**src/rtl/viterbi_traceback_if.sv**
```systemverilog
// Traceback unit bus bundle.
// Groups the start request, the survivor-RAM read port and the decoded-bit
// output stream of the traceback unit.
//   master : the environment (issues starts, returns RAM data, consumes bits)
//   slave  : viterbi_traceback
// Signals:
//   TbStart/TbStartStage/TbStartState  start request and walk origin
//   AddressRAM/RAMEnable/RWSelect      survivor RAM read address, enable (low), R/W
//   DataRAM                            survivor RAM read data (one cycle after address)
//   DecodedBit/DecodedValid            decoded output stream, oldest bit first
//   TbBusy/TbDone                      status
interface viterbi_traceback_if;
  logic        TbStart;
  logic [5:0]  TbStartStage;
  logic [7:0]  TbStartState;
  logic [10:0] AddressRAM;
  logic        RAMEnable;
  logic        RWSelect;
  logic [7:0]  DataRAM;
  logic        DecodedBit;
  logic        DecodedValid;
  logic        TbBusy;
  logic        TbDone;

  modport master (
    output TbStart, TbStartStage, TbStartState, DataRAM,
    input  AddressRAM, RAMEnable, RWSelect, DecodedBit, DecodedValid, TbBusy, TbDone
  );

  modport slave (
    input  TbStart, TbStartStage, TbStartState, DataRAM,
    output AddressRAM, RAMEnable, RWSelect, DecodedBit, DecodedValid, TbBusy, TbDone
  );
endinterface

```
**src/rtl/viterbi_traceback.sv**
```systemverilog
// Traceback unit for a K=9 (256-state) Viterbi decoder.
// Walks the survivor RAM (2048 x 8, address {stage[5:0], state[7:3]}) backwards
// from a given stage/state for TB_LEN+DEC_LEN stages, discards the first TB_LEN
// decisions, buffers the last DEC_LEN, then emits them oldest-first.
// Ports:
//   i_Clock1  system clock, rising edge
//   i_Reset   asynchronous active-low reset
//   tb        viterbi_traceback_if.slave (start, RAM read port, bit stream, status)
// All outputs are registered and follow the FSM state of the same cycle.
module viterbi_traceback #(
  parameter int TB_LEN  = 48,
  parameter int DEC_LEN = 16
) (
  input  logic                 i_Clock1,
  input  logic                 i_Reset,
  viterbi_traceback_if.slave   tb
);

  localparam int WALK = TB_LEN + DEC_LEN;

  typedef enum logic [2:0] {S_IDLE, S_RD, S_CAP, S_OUT, S_DONE} state_e;

  state_e              r_fsm, w_nxt;
  logic [5:0]          r_stage;
  logic [7:0]          r_state;
  logic [6:0]          r_cnt;
  logic [5:0]          r_idx;
  logic [DEC_LEN-1:0]  r_buf;

  logic [10:0]         r_addr;
  logic                r_ren;
  logic                r_bit;
  logic                r_vld;
  logic                r_busy;
  logic                r_done;

  logic                w_b;
  logic [7:0]          w_pred;
  logic                w_last;
  logic                w_nbit;

  // Survivor bit selects the MSB of the predecessor state.
  assign w_b    = tb.DataRAM[r_state[2:0]];
  assign w_pred = {w_b, r_state[7:1]};
  assign w_last = (r_cnt == 7'(WALK - 1));

  assign tb.AddressRAM   = r_addr;
  assign tb.RAMEnable    = r_ren;
  assign tb.RWSelect     = 1'b1;
  assign tb.DecodedBit   = r_bit;
  assign tb.DecodedValid = r_vld;
  assign tb.TbBusy       = r_busy;
  assign tb.TbDone       = r_done;

  always_ff @(posedge i_Clock1 or negedge i_Reset) begin
    if (!i_Reset) r_fsm <= S_IDLE;
    else          r_fsm <= w_nxt;
  end

  always_comb begin
    w_nxt = r_fsm;
    case (r_fsm)
      S_IDLE:  if (tb.TbStart) w_nxt = S_RD;
      S_RD:    w_nxt = S_CAP;
      S_CAP:   w_nxt = w_last ? S_OUT : S_RD;
      S_OUT:   if (r_idx == 6'd0) w_nxt = S_DONE;
      S_DONE:  w_nxt = S_IDLE;
      default: w_nxt = S_IDLE;
    endcase
  end

  // Next bit to present while draining: buf[idx-1].
  always_comb begin
    w_nbit = 1'b0;
    for (int j = 0; j < DEC_LEN - 1; j++)
      if (r_idx == 6'(j + 1)) w_nbit = r_buf[j];
  end

  always_ff @(posedge i_Clock1 or negedge i_Reset) begin
    if (!i_Reset) begin
      r_stage <= '0;
      r_state <= '0;
      r_cnt   <= '0;
      r_idx   <= '0;
      r_buf   <= '0;
    end else begin
      case (r_fsm)
        S_IDLE: if (tb.TbStart) begin
          r_stage <= tb.TbStartStage;
          r_state <= tb.TbStartState;
          r_cnt   <= '0;
        end
        S_CAP: begin
          // Decision of this stage is state[0]; only the last DEC_LEN are kept.
          for (int j = 0; j < DEC_LEN; j++)
            if (r_cnt == 7'(TB_LEN + j)) r_buf[j] <= r_state[0];
          r_state <= w_pred;
          r_stage <= r_stage - 6'd1;
          r_cnt   <= r_cnt + 7'd1;
          if (w_last) r_idx <= 6'(DEC_LEN - 1);
        end
        S_OUT: if (r_idx != 6'd0) r_idx <= r_idx - 6'd1;
        default: ;
      endcase
    end
  end

  always_ff @(posedge i_Clock1 or negedge i_Reset) begin
    if (!i_Reset) begin
      r_addr <= '0;
      r_ren  <= 1'b1;
      r_bit  <= 1'b0;
      r_vld  <= 1'b0;
      r_busy <= 1'b0;
      r_done <= 1'b0;
    end else begin
      r_ren  <= !(w_nxt == S_RD || w_nxt == S_CAP);
      r_busy <= (w_nxt == S_RD) || (w_nxt == S_CAP) || (w_nxt == S_OUT);
      r_vld  <= (w_nxt == S_OUT);
      r_done <= (w_nxt == S_DONE);
      // Address is computed from the next stage/state so it is on the bus
      // during RD and held through CAP.
      if (r_fsm == S_IDLE && w_nxt == S_RD)
        r_addr <= {tb.TbStartStage, tb.TbStartState[7:3]};
      else if (r_fsm == S_CAP && w_nxt == S_RD)
        r_addr <= {r_stage - 6'd1, w_pred[7:3]};
      // First output is the bit captured in the final CAP, which is not yet
      // in the buffer, so it is taken straight from the state register.
      if (r_fsm == S_CAP && w_nxt == S_OUT)
        r_bit <= r_state[0];
      else if (r_fsm == S_OUT && w_nxt == S_OUT)
        r_bit <= w_nbit;
    end
  end

endmodule
```
**src/flat_wrapper.sv**
```systemverilog
// flat-port wrapper written by rule: the top's interface ports become plain ports
module viterbi_traceback_flat 
#(
  parameter int TB_LEN  = 48,
  parameter int DEC_LEN = 16
)
  (i_Clock1, i_Reset, tb_TbStart, tb_TbStartStage, tb_TbStartState, tb_DataRAM, tb_AddressRAM, tb_RAMEnable, tb_RWSelect, tb_DecodedBit, tb_DecodedValid, tb_TbBusy, tb_TbDone);
  viterbi_traceback_if tb_i ();
  input  logic i_Clock1;
  input  logic i_Reset;
  input wire logic [$bits(tb_i.TbStart)-1:0] tb_TbStart;
  input wire logic [$bits(tb_i.TbStartStage)-1:0] tb_TbStartStage;
  input wire logic [$bits(tb_i.TbStartState)-1:0] tb_TbStartState;
  input wire logic [$bits(tb_i.DataRAM)-1:0] tb_DataRAM;
  output wire logic [$bits(tb_i.AddressRAM)-1:0] tb_AddressRAM;
  output wire logic [$bits(tb_i.RAMEnable)-1:0] tb_RAMEnable;
  output wire logic [$bits(tb_i.RWSelect)-1:0] tb_RWSelect;
  output wire logic [$bits(tb_i.DecodedBit)-1:0] tb_DecodedBit;
  output wire logic [$bits(tb_i.DecodedValid)-1:0] tb_DecodedValid;
  output wire logic [$bits(tb_i.TbBusy)-1:0] tb_TbBusy;
  output wire logic [$bits(tb_i.TbDone)-1:0] tb_TbDone;
  assign tb_i.TbStart = tb_TbStart;
  assign tb_i.TbStartStage = tb_TbStartStage;
  assign tb_i.TbStartState = tb_TbStartState;
  assign tb_i.DataRAM = tb_DataRAM;
  assign tb_AddressRAM = tb_i.AddressRAM;
  assign tb_RAMEnable = tb_i.RAMEnable;
  assign tb_RWSelect = tb_i.RWSelect;
  assign tb_DecodedBit = tb_i.DecodedBit;
  assign tb_DecodedValid = tb_i.DecodedValid;
  assign tb_TbBusy = tb_i.TbBusy;
  assign tb_TbDone = tb_i.TbDone;
  viterbi_traceback #(.TB_LEN(TB_LEN), .DEC_LEN(DEC_LEN)) u_core (.i_Clock1(i_Clock1), .i_Reset(i_Reset), .tb(tb_i));
endmodule
```
**config.mk**
```make
export PLATFORM = sky130hd
export DESIGN_NAME = viterbi_traceback_flat
export DESIGN_NICKNAME = d
export VERILOG_FILES = /design/src/rtl/viterbi_traceback_if.sv /design/src/rtl/viterbi_traceback.sv /design/src/flat_wrapper.sv
export SDC_FILE = /design/constraint.sdc
export NUM_CORES = 1
export LEC_CHECK = 0
export CAP_MARGIN = 5
export CELL_PAD_IN_SITES_DETAIL_PLACEMENT = 0
export CELL_PAD_IN_SITES_GLOBAL_PLACEMENT = 1
export CORE_MARGIN = 5
export CORE_UTILIZATION = 46
export DETAILED_ROUTE_END_ITERATION = 16
export HOLD_SLACK_MARGIN = 0.1
export PLACE_DENSITY = 0.87
export SKIP_CTS_REPAIR_TIMING = 1
export SYNTH_ARGS = -nofsm -noshare
export SYNTH_HDL_FRONTEND = slang
export SYNTH_SLANG_ARGS = --single-unit
```
**constraint.sdc**
```tcl
create_clock -name i_Clock1 -period 4.6 [get_ports i_Clock1]
set_input_delay 0.92 -clock i_Clock1 [delete_from_list [all_inputs] [get_ports i_Clock1]]
set_output_delay 0.92 -clock i_Clock1 [all_outputs]
set_load 0.01 [all_outputs]
```
==> run summary <==
CTS tree: yes
GRT Util Overall: 0.1769
syn_nets: 362
Setup-failing EPs final: 0
Syn Std Cell Area: 3252 sq um
EDFF count, synth: 0
Worst setup EP type: register
worst hold stages: 2
Avg Vias per Cell: 5.439
largest net degree at the start of global routing: 38
synth unique cells: 52
R2R setup slack: 2.25 ns
Inst Count DP: 448
synthesized-area fraction occupied by adder cells: 0.03848
Reg clk slew, reported paths: 0.06 ns
# port buffers: 40
total negative slack: 0 ns
Yosys warning count: 0
TritonCTS buffer count: 9
post-layout util: 0.5669
Worst EP arrival: 2.97 ns
fraction of registers with async set/reset: 1.000
compound-gate portion of the synthesized area: 0.1562
layout cell share with drive strength beyond 1: 0.1284
status: finished clean
Skew-Pair Late Insertion Delay: 0.33 ns
Die W: 94.08 um
root buffer cell: clkbuf_8
CP Class: in -> reg
Slew Limit Fails: 0
Top FF cell, synth: dfrtp_1
clk sinks: 61
# fillers: 633
max_slew headroom: 0.4741
average cell area after synthesis: 9.945 sq um
die height: 94.08 um
largest family of logic cells by synthesized area: simple AND/OR/NAND/NOR gates
post-synthesis simple-gate area fraction: 0.1681
Static Leak: 0.001685 uW
DIE AREA: 8851 sq um
Seq/Total Area, Yosys: 0.4698
worst vdd ir: 0.0003272 V
Worst Hold Launch: u_core.tb.AddressRAM[1]$_DFFE_PN0P_
H-tree depth: 3
FP Rows: 30
vias in the first global route: 2446
first-pass GRT wire length: 12290 um
P_sw: 367.2 uW
Int Pwr: 987.2 uW
fin cells: 462
post-layout minimum cycle time: 2.759 ns
clk_skew: 0.006322 ns
DRC: 0
multiplexer share of the synthesized area: 0.1043
Hold Crit Endpoint: u_core.tb.AddressRAM[1]$_DFFE_PN0P_
TritonRoute pass-1 iters: 5
Hold Crit Class: reg -> reg
I/O pins: 42
Diodes inserted: 0
final wirelength: 7209 um
FF-to-FF End: u_core.r_buf[10]$_DFFE_PN0P_
Reg power frac: 0.486
sw frac: 0.2711
DR vias: 2513
worst path required time: 4.81 ns
routability cong.: 0.7746
Worst-Margin Slew: 0.7888 ns
synthesized flop and latch total: 61
Syn Inst Count: 327
Initial Utilization: 0.4760
Hold Fails Final Rpt: 0
initial antenna violation count: 0
total gr overflow: 0
r2r startpoint: u_core.r_fsm[0]$_DFF_PN0_
Post-DP HPWL: 5050 um
area grow syn2layout: 19.08%
Clock power frac: 0.305
total power draw: 1354 uW
RSZ-0062 raised after global routing: false
number of DRC markers in iteration 0: 150
Comb power frac: 0.209
ANT nets after route: 0
Core Area: 6832 sq um
Synth Area in XOR/XNOR: 0.02155
ratio of total power to cell area: 349.8 nW/um^2
Max Root-Sink Buffers: 2
worst r2r path cells: 4
Max Cap Viol: 0
worst-path fanout max: 20
Worst setup SP type: primary input
Final Net Count: 398
f_max: 0.3625 GHz
routed len/inst: 15.60 um
final period utilization: 0.5997
Yosys cell counts (2+ instances only):
| cell | instances | area (sq um) |
|---|---|---|
| dfrtp_1 | 60 | 1501 |
| a21oi_1 | 15 | 75.07 |
| nor3_1 | 6 | 30.03 |
| inv_1 | 13 | 48.80 |
| clkbuf_1 | 9 | 33.78 |
| buf_2 | 6 | 30.03 |
| nand2b_1 | 4 | 25.02 |
| a221oi_1 | 3 | 26.28 |
| mux2i_1 | 8 | 80.08 |
| buf_4 | 2 | 15.01 |
| mux4_2 | 2 | 45.04 |
| and2_1 | 3 | 18.77 |
| ha_1 | 10 | 125.1 |
| and3_1 | 2 | 12.51 |
| a22o_1 | 3 | 26.28 |
| nand3b_1 | 5 | 37.54 |
| a31oi_1 | 6 | 37.54 |
| nor2b_1 | 6 | 37.54 |
| xor2_1 | 4 | 35.03 |
| a22oi_1 | 7 | 52.55 |
| nor2_1 | 20 | 75.07 |
| nor3b_1 | 4 | 30.03 |
| nand2_1 | 31 | 116.4 |
| xnor2_1 | 4 | 35.03 |
| nand3_1 | 18 | 90.09 |
| or3_1 | 2 | 12.51 |
| o21ai_0 | 31 | 155.2 |
| mux2_2 | 19 | 214.0 |
per-layer routing:
layer	track usage	up-vias	wire length (um)
met5	0	-	0
met4	0.06859	0	81
met3	0.03446	6	315
met2	0.2643	62	3358
met1	0.2520	1211	3453
li1	-	1234	-
worst max-delay path by stage:
| stage | from | depth (start not counted) | slack [ns] | to |
|---|---|---|---|---|
| floorplan | tb_DataRAM[7] | 5 | 2.75 | u_core.r_state[7]$_DFFE_PN0P_ |
| global placement | tb_TbStart | 5 | 1.52 | u_core.tb.AddressRAM[10]$_DFFE_PN0P_ |
| detailed placement | tb_TbStart | 5 | 1.47 | u_core.tb.AddressRAM[8]$_DFFE_PN0P_ |
| CTS | tb_TbStart | 5 | 1.85 | u_core.tb.AddressRAM[8]$_DFFE_PN0P_ |
| global route | tb_TbStart | 5 | 1.65 | u_core.tb.AddressRAM[10]$_DFFE_PN0P_ |
| finish | tb_TbStart | 5 | 1.84 | u_core.tb.AddressRAM[8]$_DFFE_PN0P_ |
stage by stage:
| stage | area (sq um) | setup slack [ns] | hold WS [ns] |
|---|---|---|---|
| floorplan | 3252 | 2.752 | 0.4515 |
| global placement | 3707 | 1.521 | 0.4675 |
| detailed placement | 3707 | 1.467 | 0.4731 |
| CTS | 3872 | 1.849 | 0.4910 |
| global route | 3872 | 1.647 | 0.5179 |
| finish | 3872 | 1.841 | 0.4875 |
logic make-up after synthesis:
family          count (synthesis)
xor+xnor                        8
buf+inv                        31
other cells                     1
flops                          61
fa+ha+maj                      10
compound gates                 79
simple gates                  108
mux                            29
layout by cell type (no fill, tap or decap), drive strengths merged, types with 5 or more instances in the layout:
cell type      instances
a31oi                  6
nor3                   6
mux2i                  8
nor2b                  6
clkbuf                12
nand2                 31
dfrtp                 60
nand3                 18
a21oi                 16
nor2                  20
clkdlybuf4s50         39
a22oi                  7
mux2                  19
ha                    10
o21ai                 31
inv                   13
nand3b                 5
cell type report:
| type | instances | area, sq um | share of cell area |
|---|---|---|---|
| Sequential cell | 61 | 1528 | 0.3945 |
| Inverter | 13 | 48.80 | 0.01260 |
| Timing Repair Buffer | 43 | 417.9 | 0.1079 |
| Multi-Input combinational cell | 235 | 1593 | 0.4113 |
| Clock buffer | 12 | 155.1 | 0.04006 |
| Clock inverter | 2 | 10.01 | 0.002585 |
| Tap cell | 96 | 120.1 | 0.03102 |
power groups by stage:
stage	combinational (uW)	clock, uW	sequential [uW]
after global routing	324	452	669
after floorplan	153	0	668
after global placement	279	0	666
after CTS	286	423	658
after detailed placement	284	0	666
final	283	412	659
sequential cells by signal (all words and copies together), names as in the netlist, 3 cells and up:
name	cells
u_core.r_buf	15
u_core.r_cnt	7
u_core.r_fsm	3
u_core.r_idx	6
u_core.r_stage	6
u_core.r_state	8
u_core.tb.AddressRAM	11
critical path, cell delays in order:
cell	delay, ns
clkdlybuf4s50_1	0.66
o21ai_1	0.23
buf_4	0.26
nand2b_1	0.51
mux2_2	0.40
(Power assumes the default switching activity.)
